$ cat src/rtl/ppi_pkg.sv
// Shared constants and handshake state types for the clocked parallel peripheral interface.
// Latency: n/a (declarations only).
// Backpressure: n/a (declarations only).
//
// Contents: address of port 0, control-word bit offsets (counted down from the
// bus MSB so they track PORT_W), status-word bit indices and the two handshake
// state enums used by ppi_hs_ctrl.
package ppi_pkg;

    // Port 0 is the only port that can run the strobed handshake.
    localparam int ADDR_PORT0 = 0;

    // Control-word fields, as offsets below the bus MSB (bit index = PORT_W-1-offset).
    localparam int CTRL_MODE_OFS  = 0;   // 1 = mode word, 0 = bit set/reset
    localparam int CTRL_HS_EN_OFS = 1;   // handshake on port 0
    localparam int CTRL_INTE_OFS  = 2;   // handshake interrupt enable

    // Status word layout (read at the control address), zero-extended to PORT_W.
    localparam int ST_HS_EN = 0;
    localparam int ST_INTE  = 1;
    localparam int ST_OVR   = 2;
    localparam int ST_OBF_N = 3;
    localparam int ST_IBF   = 4;
    localparam int ST_INTR  = 5;
    localparam int ST_W     = 6;

    typedef enum logic {
        IN_IDLE = 1'b0,
        IN_FULL = 1'b1
    } hs_in_t;

    typedef enum logic {
        OUT_IDLE     = 1'b0,
        OUT_WAIT_ACK = 1'b1
    } hs_out_t;

endpackage

$ cat src/rtl/ppi_hs_ctrl.sv
// Port-0 strobed handshake: stb_n/ack_n synchronisers, input and output FSMs, ibf/obf_n/intr/ovr, input latch.
// Latency: pin edges act 3 clk after the pin changes (2-FF sync + edge register); bus events act on the next clk.
// Backpressure: none; a strobe arriving while the input buffer is full is dropped and flagged as overrun.
//
// Ports:
//   clk, Reset                 clock, synchronous active-high reset
//   i_hs_en, i_inte, i_dir0    control fields: handshake on, interrupt enable, port 0 direction (1 = input)
//   i_mode_wr                  a mode word commits this clk (clears all handshake state)
//   i_p0_wr                    a port-0 data write commits this clk
//   i_p0_rd_fall/i_p0_rd_rise  start / end of a CPU read of port 0
//   i_stb_n, i_ack_n           asynchronous pin strobes
//   i_pin0                     port 0 pins
//   o_in_latch, o_ibf, o_obf_n, o_intr, o_ovr   handshake state
module ppi_hs_ctrl
    import ppi_pkg::*;
#(
    parameter int PORT_W = 8
) (
    input  logic              clk,
    input  logic              Reset,
    input  logic              i_hs_en,
    input  logic              i_inte,
    input  logic              i_dir0,
    input  logic              i_mode_wr,
    input  logic              i_p0_wr,
    input  logic              i_p0_rd_fall,
    input  logic              i_p0_rd_rise,
    input  logic              i_stb_n,
    input  logic              i_ack_n,
    input  logic [PORT_W-1:0] i_pin0,
    output logic [PORT_W-1:0] o_in_latch,
    output logic              o_ibf,
    output logic              o_obf_n,
    output logic              o_intr,
    output logic              o_ovr
);

    // [0],[1] are the synchroniser; [2] is the previous synchronised value for edge detection.
    logic [2:0]        r_stb_sync;
    logic [2:0]        r_ack_sync;
    hs_in_t            r_in_state;
    hs_out_t           r_out_state;
    logic [PORT_W-1:0] r_in_latch;
    logic              r_ibf;
    logic              r_obf_n;
    logic              r_intr;
    logic              r_ovr;

    logic w_stb_fall;
    logic w_stb_rise;
    logic w_ack_fall;
    logic w_ack_rise;
    logic w_mode_in;
    logic w_mode_out;

    assign w_stb_fall = r_stb_sync[2] & ~r_stb_sync[1];
    assign w_stb_rise = ~r_stb_sync[2] & r_stb_sync[1];
    assign w_ack_fall = r_ack_sync[2] & ~r_ack_sync[1];
    assign w_ack_rise = ~r_ack_sync[2] & r_ack_sync[1];

    assign w_mode_in  = i_hs_en & i_dir0;
    assign w_mode_out = i_hs_en & ~i_dir0;

    always_ff @(posedge clk) begin
        if (Reset) begin
            // Strobes idle high, so the synchronisers start high to avoid a false fall.
            r_stb_sync  <= 3'b111;
            r_ack_sync  <= 3'b111;
            r_in_state  <= IN_IDLE;
            r_out_state <= OUT_IDLE;
            r_in_latch  <= '0;
            r_ibf       <= 1'b0;
            r_obf_n     <= 1'b1;
            r_intr      <= 1'b0;
            r_ovr       <= 1'b0;
        end else begin
            r_stb_sync <= {r_stb_sync[1:0], i_stb_n};
            r_ack_sync <= {r_ack_sync[1:0], i_ack_n};

            if (i_mode_wr) begin
                r_in_state  <= IN_IDLE;
                r_out_state <= OUT_IDLE;
                r_ibf       <= 1'b0;
                r_obf_n     <= 1'b1;
                r_intr      <= 1'b0;
                r_ovr       <= 1'b0;
            end else if (w_mode_in) begin
                case (r_in_state)
                    IN_IDLE: begin
                        if (w_stb_fall) begin
                            r_in_latch <= i_pin0;
                            r_ibf      <= 1'b1;
                        end
                        // Only a strobe that actually loaded data completes the transfer.
                        if (w_stb_rise && r_ibf) begin
                            r_intr     <= i_inte;
                            r_in_state <= IN_FULL;
                        end
                    end
                    IN_FULL: begin
                        if (w_stb_fall) begin
                            r_ovr <= 1'b1;
                        end
                        if (i_p0_rd_fall) begin
                            r_intr <= 1'b0;
                        end
                        if (i_p0_rd_rise) begin
                            r_ibf      <= 1'b0;
                            r_in_state <= IN_IDLE;
                        end
                    end
                    default: r_in_state <= IN_IDLE;
                endcase
            end else if (w_mode_out) begin
                // A CPU write takes priority over any acknowledge edge in the same clk.
                if (i_p0_wr) begin
                    r_obf_n     <= 1'b0;
                    r_intr      <= 1'b0;
                    r_out_state <= OUT_WAIT_ACK;
                end else begin
                    if (w_ack_fall) begin
                        r_obf_n <= 1'b1;
                    end
                    if (w_ack_rise && (r_out_state == OUT_WAIT_ACK)) begin
                        r_intr      <= i_inte;
                        r_out_state <= OUT_IDLE;
                    end
                end
            end
        end
    end

    assign o_in_latch = r_in_latch;
    assign o_ibf      = r_ibf;
    assign o_obf_n    = r_obf_n;
    assign o_intr     = r_intr;
    assign o_ovr      = r_ovr;

endmodule

$ cat src/rtl/ppi_sync_gen.sv
// Clocked parallel peripheral interface: NUM_PORTS ports with per-port direction, control/status, BSR, port-0 handshake.
// Latency: writes commit 1 clk after the write strobe first appears; reads are combinational from registered state.
// Backpressure: none; the CPU slave always accepts, a held write strobe commits only once.
//
// Ports:
//   clk, Reset                       clock, synchronous active-high reset
//   cs_n, rd_n, wr_n, addr           CPU bus controls (addr NUM_PORTS = control write / status read)
//   data_in, data_out, data_oe       CPU data and bus drive enable
//   port_in, port_out, port_oe       split pin interface, port p at [p*PORT_W +: PORT_W]
//   stb_n, ack_n                     asynchronous handshake strobes for port 0
//   ibf, obf_n, intr                 handshake flags
module ppi_sync_gen
    import ppi_pkg::*;
#(
    parameter int PORT_W    = 8,
    parameter int NUM_PORTS = 3,
    parameter int AW        = 2
) (
    input  logic                        clk,
    input  logic                        Reset,
    input  logic                        cs_n,
    input  logic                        rd_n,
    input  logic                        wr_n,
    input  logic [AW-1:0]               addr,
    input  logic [PORT_W-1:0]           data_in,
    output logic [PORT_W-1:0]           data_out,
    output logic                        data_oe,
    input  logic [NUM_PORTS*PORT_W-1:0] port_in,
    output logic [NUM_PORTS*PORT_W-1:0] port_out,
    output logic [NUM_PORTS-1:0]        port_oe,
    input  logic                        stb_n,
    input  logic                        ack_n,
    output logic                        ibf,
    output logic                        obf_n,
    output logic                        intr
);

    localparam logic [AW-1:0] CTRL_ADDR = AW'(NUM_PORTS);
    localparam logic [AW-1:0] P0_ADDR   = AW'(ADDR_PORT0);
    localparam int            BSR_IW    = $clog2(PORT_W);

    // Bus decode
    logic              w_wr_act;
    logic              w_wr_commit;
    logic              w_rd_act;
    logic              w_rd_p0;
    logic              w_rd_p0_fall;
    logic              w_rd_p0_rise;
    logic              w_ctrl_sel;
    logic              w_mode_wr;
    logic              w_p0_wr;
    logic [BSR_IW-1:0] w_bsr_idx;

    logic r_wr_prev;
    logic r_rd_p0_prev;

    // Control register fields
    logic [NUM_PORTS-1:0] r_dir;     // 1 = input
    logic                 r_hs_en;
    logic                 r_inte;

    // Port latches and the registered pin stage
    logic [PORT_W-1:0]           r_port_out [NUM_PORTS];
    logic [NUM_PORTS*PORT_W-1:0] r_pin_q;

    // Handshake results
    logic [PORT_W-1:0] w_in_latch;
    logic              w_ibf;
    logic              w_obf_n;
    logic              w_intr;
    logic              w_ovr;

    logic [ST_W-1:0]   w_status;
    logic [PORT_W-1:0] w_rd_dat;

    assign w_wr_act    = ~cs_n & ~wr_n & rd_n;
    assign w_wr_commit = w_wr_act & ~r_wr_prev;
    assign w_rd_act    = ~cs_n & ~rd_n & wr_n;
    assign w_ctrl_sel  = (addr == CTRL_ADDR);
    assign w_mode_wr   = w_wr_commit & w_ctrl_sel & data_in[PORT_W-1-CTRL_MODE_OFS];
    assign w_p0_wr     = w_wr_commit & (addr == P0_ADDR);
    assign w_bsr_idx   = data_in[BSR_IW:1];

    // Read of port 0 is edge-detected so a multi-clk read counts once on each side.
    assign w_rd_p0      = w_rd_act & (addr == P0_ADDR);
    assign w_rd_p0_fall = w_rd_p0 & ~r_rd_p0_prev;
    assign w_rd_p0_rise = ~w_rd_p0 & r_rd_p0_prev;

    always_ff @(posedge clk) begin
        if (Reset) begin
            r_wr_prev    <= 1'b0;
            r_rd_p0_prev <= 1'b0;
            r_dir        <= '1;
            r_hs_en      <= 1'b0;
            r_inte       <= 1'b0;
            r_pin_q      <= '0;
            for (int p = 0; p < NUM_PORTS; p++) begin
                r_port_out[p] <= '0;
            end
        end else begin
            r_wr_prev    <= w_wr_act;
            r_rd_p0_prev <= w_rd_p0;
            r_pin_q      <= port_in;

            if (w_wr_commit) begin
                if (w_ctrl_sel) begin
                    if (data_in[PORT_W-1-CTRL_MODE_OFS]) begin
                        r_dir   <= data_in[NUM_PORTS-1:0];
                        r_hs_en <= data_in[PORT_W-1-CTRL_HS_EN_OFS];
                        r_inte  <= data_in[PORT_W-1-CTRL_INTE_OFS];
                        for (int p = 0; p < NUM_PORTS; p++) begin
                            r_port_out[p] <= '0;
                        end
                    end else begin
                        // Bit set/reset on the last port; indices past the port width are ignored.
                        for (int b = 0; b < PORT_W; b++) begin
                            if (w_bsr_idx == BSR_IW'(b)) begin
                                r_port_out[NUM_PORTS-1][b] <= data_in[0];
                            end
                        end
                    end
                end else begin
                    // Input ports still take the write; the value appears once the port turns around.
                    for (int p = 0; p < NUM_PORTS; p++) begin
                        if (addr == AW'(p)) begin
                            r_port_out[p] <= data_in;
                        end
                    end
                end
            end
        end
    end

    ppi_hs_ctrl #(
        .PORT_W (PORT_W)
    ) u_hs_ctrl (
        .clk          (clk),
        .Reset        (Reset),
        .i_hs_en      (r_hs_en),
        .i_inte       (r_inte),
        .i_dir0       (r_dir[0]),
        .i_mode_wr    (w_mode_wr),
        .i_p0_wr      (w_p0_wr),
        .i_p0_rd_fall (w_rd_p0_fall),
        .i_p0_rd_rise (w_rd_p0_rise),
        .i_stb_n      (stb_n),
        .i_ack_n      (ack_n),
        .i_pin0       (port_in[PORT_W-1:0]),
        .o_in_latch   (w_in_latch),
        .o_ibf        (w_ibf),
        .o_obf_n      (w_obf_n),
        .o_intr       (w_intr),
        .o_ovr        (w_ovr)
    );

    always_comb begin
        w_status           = '0;
        w_status[ST_HS_EN] = r_hs_en;
        w_status[ST_INTE]  = r_inte;
        w_status[ST_OVR]   = w_ovr;
        w_status[ST_OBF_N] = w_obf_n;
        w_status[ST_IBF]   = w_ibf;
        w_status[ST_INTR]  = w_intr;
    end

    // Read mux; unmapped addresses read as zero.
    always_comb begin
        w_rd_dat = '0;
        if (w_ctrl_sel) begin
            w_rd_dat = PORT_W'(w_status);
        end else begin
            for (int p = 0; p < NUM_PORTS; p++) begin
                if (addr == AW'(p)) begin
                    if (!r_dir[p]) begin
                        w_rd_dat = r_port_out[p];
                    end else if ((p == ADDR_PORT0) && r_hs_en) begin
                        w_rd_dat = w_in_latch;
                    end else begin
                        w_rd_dat = r_pin_q[p*PORT_W +: PORT_W];
                    end
                end
            end
        end
    end

    genvar gp;
    generate
        for (gp = 0; gp < NUM_PORTS; gp++) begin : g_port
            assign port_out[gp*PORT_W +: PORT_W] = r_port_out[gp];
        end
    endgenerate

    assign port_oe  = ~r_dir;
    assign data_oe  = w_rd_act & ~Reset;
    assign data_out = w_rd_dat;
    assign ibf      = w_ibf;
    assign obf_n    = w_obf_n;
    assign intr     = w_intr;

endmodule

$ cat config.mk
export PLATFORM = sky130hd
export DESIGN_NAME = ppi_sync_gen
export DESIGN_NICKNAME = d
export VERILOG_FILES = /design/src/rtl/ppi_pkg.sv /design/src/rtl/ppi_hs_ctrl.sv /design/src/rtl/ppi_sync_gen.sv
export SDC_FILE = /design/constraint.sdc
export NUM_CORES = 1
export LEC_CHECK = 0
export CAP_MARGIN = 30
export CORE_MARGIN = 2
export CORE_UTILIZATION = 40
export CTS_CLUSTER_DIAMETER = 40
export DETAILED_ROUTE_END_ITERATION = 8
export PLACE_DENSITY = 0.67
export SLEW_MARGIN = 25
export SYNTH_ARGS = -nofsm -noshare
export SYNTH_HDL_FRONTEND = slang
export SYNTH_SLANG_ARGS = --single-unit
$ cat constraint.sdc
create_clock -name clk -period 4.2 [get_ports clk]
set_input_delay 1.26 -clock clk [delete_from_list [all_inputs] [get_ports clk]]
set_output_delay 1.26 -clock clk [all_outputs]
set_load 0.05 [all_outputs]
Word-level counts from Yosys, hierarchy flattened
Memories as Yosys holds them, arrays and structs flattened.
Cells that the tools add are included.
Storage, ports and cells
  register bits: 51
  RAM bits: 24
  output and inout port bits: 39
  logic and storage cells: 217
  memories kept: 1
Operators by class
  equality and inequality tests: 14
  muxes and demuxes: 116
  bitwise operators: 55
  reduce and logical (&&, ||, !) cells: 16
Memories
  r_port_out: words 3, bits a word 8, read ports 3, clocked after Yosys merged registers in 0, write ports 3, RTL line ppi_sync_gen.sv:63  | logic [PORT_W-1:0] r_port_out [NUM_PORTS];
Operators with widths (number)
  $mux W8: 13
  $mux W1: 100
  $or A1 B1 Y1: 21
  $and A1 B1 Y1: 18
  $not A1 Y1: 15
  $reduce_and A3 Y1: 5
  $eq A3 B3 Y1 const B: 4
  $reduce_and A4 Y1: 2
  $eq A3 B2 Y1 const B: 2
  $pmux W1 S2: 3
  $reduce_bool A2 Y1: 3
  $eq A2 B2 Y1 const B: 2
  $ne A2 B1 Y1 const B: 2
  $eq A3 B1 Y1 const B: 1
  $logic_not A3 Y1: 1
  $ne A3 B2 Y1 const B: 1
  $ne A3 B3 Y1 const B: 1
  $not A3 Y3: 1
  $reduce_bool A3 Y1: 1
  $eq A2 B1 Y1 const B: 1
  $logic_and A1 B1 Y1: 2
  $logic_not A2 Y1: 1
  $reduce_or A2 Y1: 1

Depth between registers and ports, before layout
  depth after elaboration: 10
  depth in mapped cells: 6
  gate-level depth less buffers: 4

By module
Synthesis repeated with hierarchy kept, for this count alone.
Unflattened totals
  cells, all modules: 319
  area, all modules: 3338.2 µm²
By module, submodules not included
  ppi_sync_gen: instances 1, cells an instance 245, area each 2585.0 µm², sequential area each 1341.3 µm²
  ppi_hs_ctrl: instances 1, cells an instance 74, area each 753.2 µm², sequential area each 400.4 µm²

Worst setup path before layout
Ideal clock, no wire load.
  path type: input to output
  start: input Reset
  end: output data_oe
  arrival time: 2707 ps
  required time: 2940 ps
  slack: 233 ps
  stages on the path: 3
  buffers on the path: 2
  cell sequence: buf_2 clkbuf_1 nor3_1
Between the ends
  longest elaborated chain between the ends: 2
RTL lines
  start: declaration: RTL line ppi_sync_gen.sv:20  | input logic Reset,
  $not A1 Y1: RTL line ppi_sync_gen.sv:194  | assign data_oe = w_rd_act & ~Reset;
  $and A1 B1 Y1: RTL line ppi_sync_gen.sv:194
  end: declaration: RTL line ppi_sync_gen.sv:27  | output logic data_oe,
Every way passes these cells.

Worst setup path in the final report
  start: input addr[1]
  end: output data_out[2]
Between the ends
  longest elaborated chain between the ends: 5
  elaborated cells on any way between the ends: 8
RTL lines
  start: declaration: RTL line ppi_sync_gen.sv:24  | input logic [AW-1:0] addr,
  $logic_not A2 Y1: RTL line ppi_sync_gen.sv:173  | if (addr == AW'(p)) begin
  $mux W8 (3 in series): RTL line ppi_sync_gen.sv:173
  $mux W8 (*): RTL line ppi_sync_gen.sv:169  | if (w_ctrl_sel) begin
  end: declaration: RTL line ppi_sync_gen.sv:26  | output logic [PORT_W-1:0] data_out,
Every way passes the cells marked *; elsewhere a longest branch is shown, timed or not.

==> impl_results.md <==
* Final period util at 0.9484
* Placed cell areas at 0.004222 mm²
* Compound-Gate Fraction of Synth Area at 0.08739
* First-pass GRT wire length at 12720 µm
* Sequential share of the synthesized area at 0.5289
* CP Launch Type: input port
* Final Hold Viols at 0
* Final setup fails at 0
* Die Ht at 94.74 µm
* FMAX at 251.1 MHz
* Fraction of layout cells with a size suffix above 1 at 0.1797
* Number of setup buffers added after CTS at 0
* Clock share of power at 0.381
* Switching Fraction at 0.2504
* RSZ-0062 raised after global routing: false
* # DRC at 0
* # fillers at 722
* Avg Inst Size Synth at 11.16 µm²
* Avg WL per Cell at 17.16 µm
* Synth Register Bits at 75
* Hold path depth at 1
* Vias per std cell at 5.151
* Post-Synth XOR/XNOR Area at 0
* Most common cell after layout, fill and taps aside: clkdlybuf4s50_1
* Internal Power at 0.001220 W
* Largest family of logic cells by synthesized area: simple AND/OR/NAND/NOR gates
* Gate power share at 0.137
* N_diodes at 0
* Synth unique cells at 43
* Max rail drop VDD at 0.2653 mV
* DRT Pass-1 Iters at 5
* I/O Buffers at 79
* Row count at 33
* ANT nets after route at 0
* Arr. time, crit path at 2.72 ns
* Clk sink count at 75
* Total of max-cap violations at 0
* HP Start: u_hs_ctrl.r_ack_sync[0]$_SDFF_PP1_
* Mux contribution to synthesized area at 0.1611
* Num ports at 80
* Synth Net Count at 336
* Hold WS at 0.4098 ns
* Hold buffers post-CTS at 0
* Overflow after GRT at 0
* Post-synthesis simple-gate area fraction at 0.1873
* Largest net degree at the start of global routing at 24
* Seq pwr share at 0.482
* WS Path Type: in -> out
* Final instance area at 0.004452 mm²
* GRT Util Overall at 0.1931
* Share of flip-flops with an asynchronous set or reset at 0
* EDFF count, synth at 24
* Clock root buffer: clkbuf_8
* Leak pwr at 1.724 nW
* CTS H-tree depth at 3
* Routed WL at 8390 µm
* Status: finished, final reports clean
* Mapped cell area at 0.003293 mm²
* Crit path max fanout at 8
* Hold Path Class: reg -> reg
* Vias at 2519
* NumNets Final at 420
* Min Tclk post-route at 3.983 ns
* Die area at 0.008975 mm²
* Syn Inst Count at 295
* Setup tns final at 0 ns
* Post-Synth Adder-Cell Area at 0
* Most frequent cells in the layout: clkdlybuf4s50_1, dfxtp_1, nor2b_1
* CP startpoint: addr[1]
* CTS max path bufs at 2
* Starting density of the core at 0.4069
* Layout Skew at 0.009814 ns
* Reg-to-Reg Start: r_hs_en$_SDFFE_PP0P_
* DR iter-0 viols at 168
* Worst R2R Path Depth at 6
* Die Span X at 94.74 µm
* Post-cts gate resize count at 0
* Switch Pwr at 0.0004076 W
* Area growth, synth to finish at 35.18%
* Crit. End Element: output port
* Power Dens Cells at 365.7 mW/mm²
* GP Congestion at 0.8050
* Worst skew pair latency at 0.35 ns
* Core area at 0.008093 mm²
* Worst EP required at 2.94 ns
* Hpwl dp at 6341 µm
* Antenna violations before repair at 0
* Most common flop cell mapped by yosys: dfxtp_1
* Yosys warns at 0
* Vias in the first global route at 2477
* Slew @ Worst Pin at 0.5987 ns
* Clk pin slew, worst setup/hold paths at 0.07 ns
* Cts bufs inserted at 9
* CTS tree: built
* Slew HR at 0.6003
* Final slew viol count at 0
==> state kept, by name, indices dropped and copies added, names as in the netlist, 3 cells and up <==
register              flops
u_hs_ctrl.r_stb_sync      3
u_hs_ctrl.o_in_latch      8
u_hs_ctrl.r_ack_sync      3
r_pin_q                  24
r_port_out               24
r_dir                     3
==> area by class of cell <==
class / instances / area (µm²) / area share
Sequential cell: 75 / 1742 / 0.3912
Multi-Input combinational cell: 195 / 1435 / 0.3224
Clock inverter: 4 / 52.55 / 0.01180
Clock buffer: 12 / 177.7 / 0.03991
Tap cell: 105 / 131.4 / 0.02951
Timing Repair Buffer: 90 / 883.3 / 0.1984
Inverter: 8 / 30.03 / 0.006745
==> worst paths after layout <==
check | to | slack [ns]
max | data_out[2] | 0.22
min reg2reg | u_hs_ctrl.r_ack_sync[1]$_SDFF_PP1_ | 0.41
max reg2reg | u_hs_ctrl.o_in_latch[1]$_SDFFE_PP0P_ | 2.08
min | u_hs_ctrl.r_ack_sync[1]$_SDFF_PP1_ | 0.41
==> cell families after synthesis <==
group           count (synthesis)
simple gates                  108
buf+inv                        25
flops                          75
mux                            44
compound gates                 43
==> routing by layer <==
layer,track usage,share of wire,wire length (µm),up-vias
met5,0,0,0,-
met3,0.05906,0.059,491,12
met1,0.2452,0.44,3719,1202
met2,0.3138,0.48,4006,87
met4,0.06401,0.021,172,0
li1,-,-,-,1218
==> worst max-delay path: stages <==
cell	delay (ns)
clkdlybuf4s50_1	0.46
inv_2	0.25
mux4_2	0.55
buf_4	0.20
==> synthesized netlist by cell type (3+ instances only) <==
master	number	area, µm²
dfxtp_1	51	1021
nor2b_1	31	193.9
mux2i_1	26	260.3
edfxtp_1	24	720.7
nor2_1	24	90.09
a21oi_1	17	85.08
nand2_1	16	60.06
mux2_2	12	135.1
clkbuf_1	11	41.29
nand3_1	9	45.04
o21ai_0	8	40.04
inv_1	7	26.28
mux4_2	6	135.1
nand2b_1	5	31.28
or2_2	5	31.28
a31oi_1	3	18.77
buf_2	3	15.01
o22ai_1	3	18.77
o31ai_1	3	22.52
==> per-stage QoR <==
| step | utilization | instances | total power, W | worst slack [ns] |
|---|---|---|---|---|
| final | 0.5501 | 489 | 0.001628 | 0.2168 |
| after global routing | 0.5501 | 489 | 0.001680 | 0.1556 |
| after CTS | 0.5501 | 489 | 0.001639 | 0.2103 |
| after detailed placement | 0.5216 | 473 | 0.001025 | 0.2096 |
| after global placement | 0.5216 | 473 | 0.001022 | 0.2314 |
| after floorplan | - | 295 | 0.0009239 | 0.2327 |
==> power groups by stage <==
stage          Sequential [W]  Combinational [W]  Clock, W
3_5_place_dp         0.000801           0.000224         0
6_report             0.000784           0.000224  0.000620
2_1_floorplan        0.000829          0.0000952         0
3_3_place_gp         0.000800           0.000222         0
5_1_grt              0.000786           0.000237  0.000657
4_1_cts              0.000784           0.000225  0.000630
No activity file was read; power rests on OpenSTA's default activity.
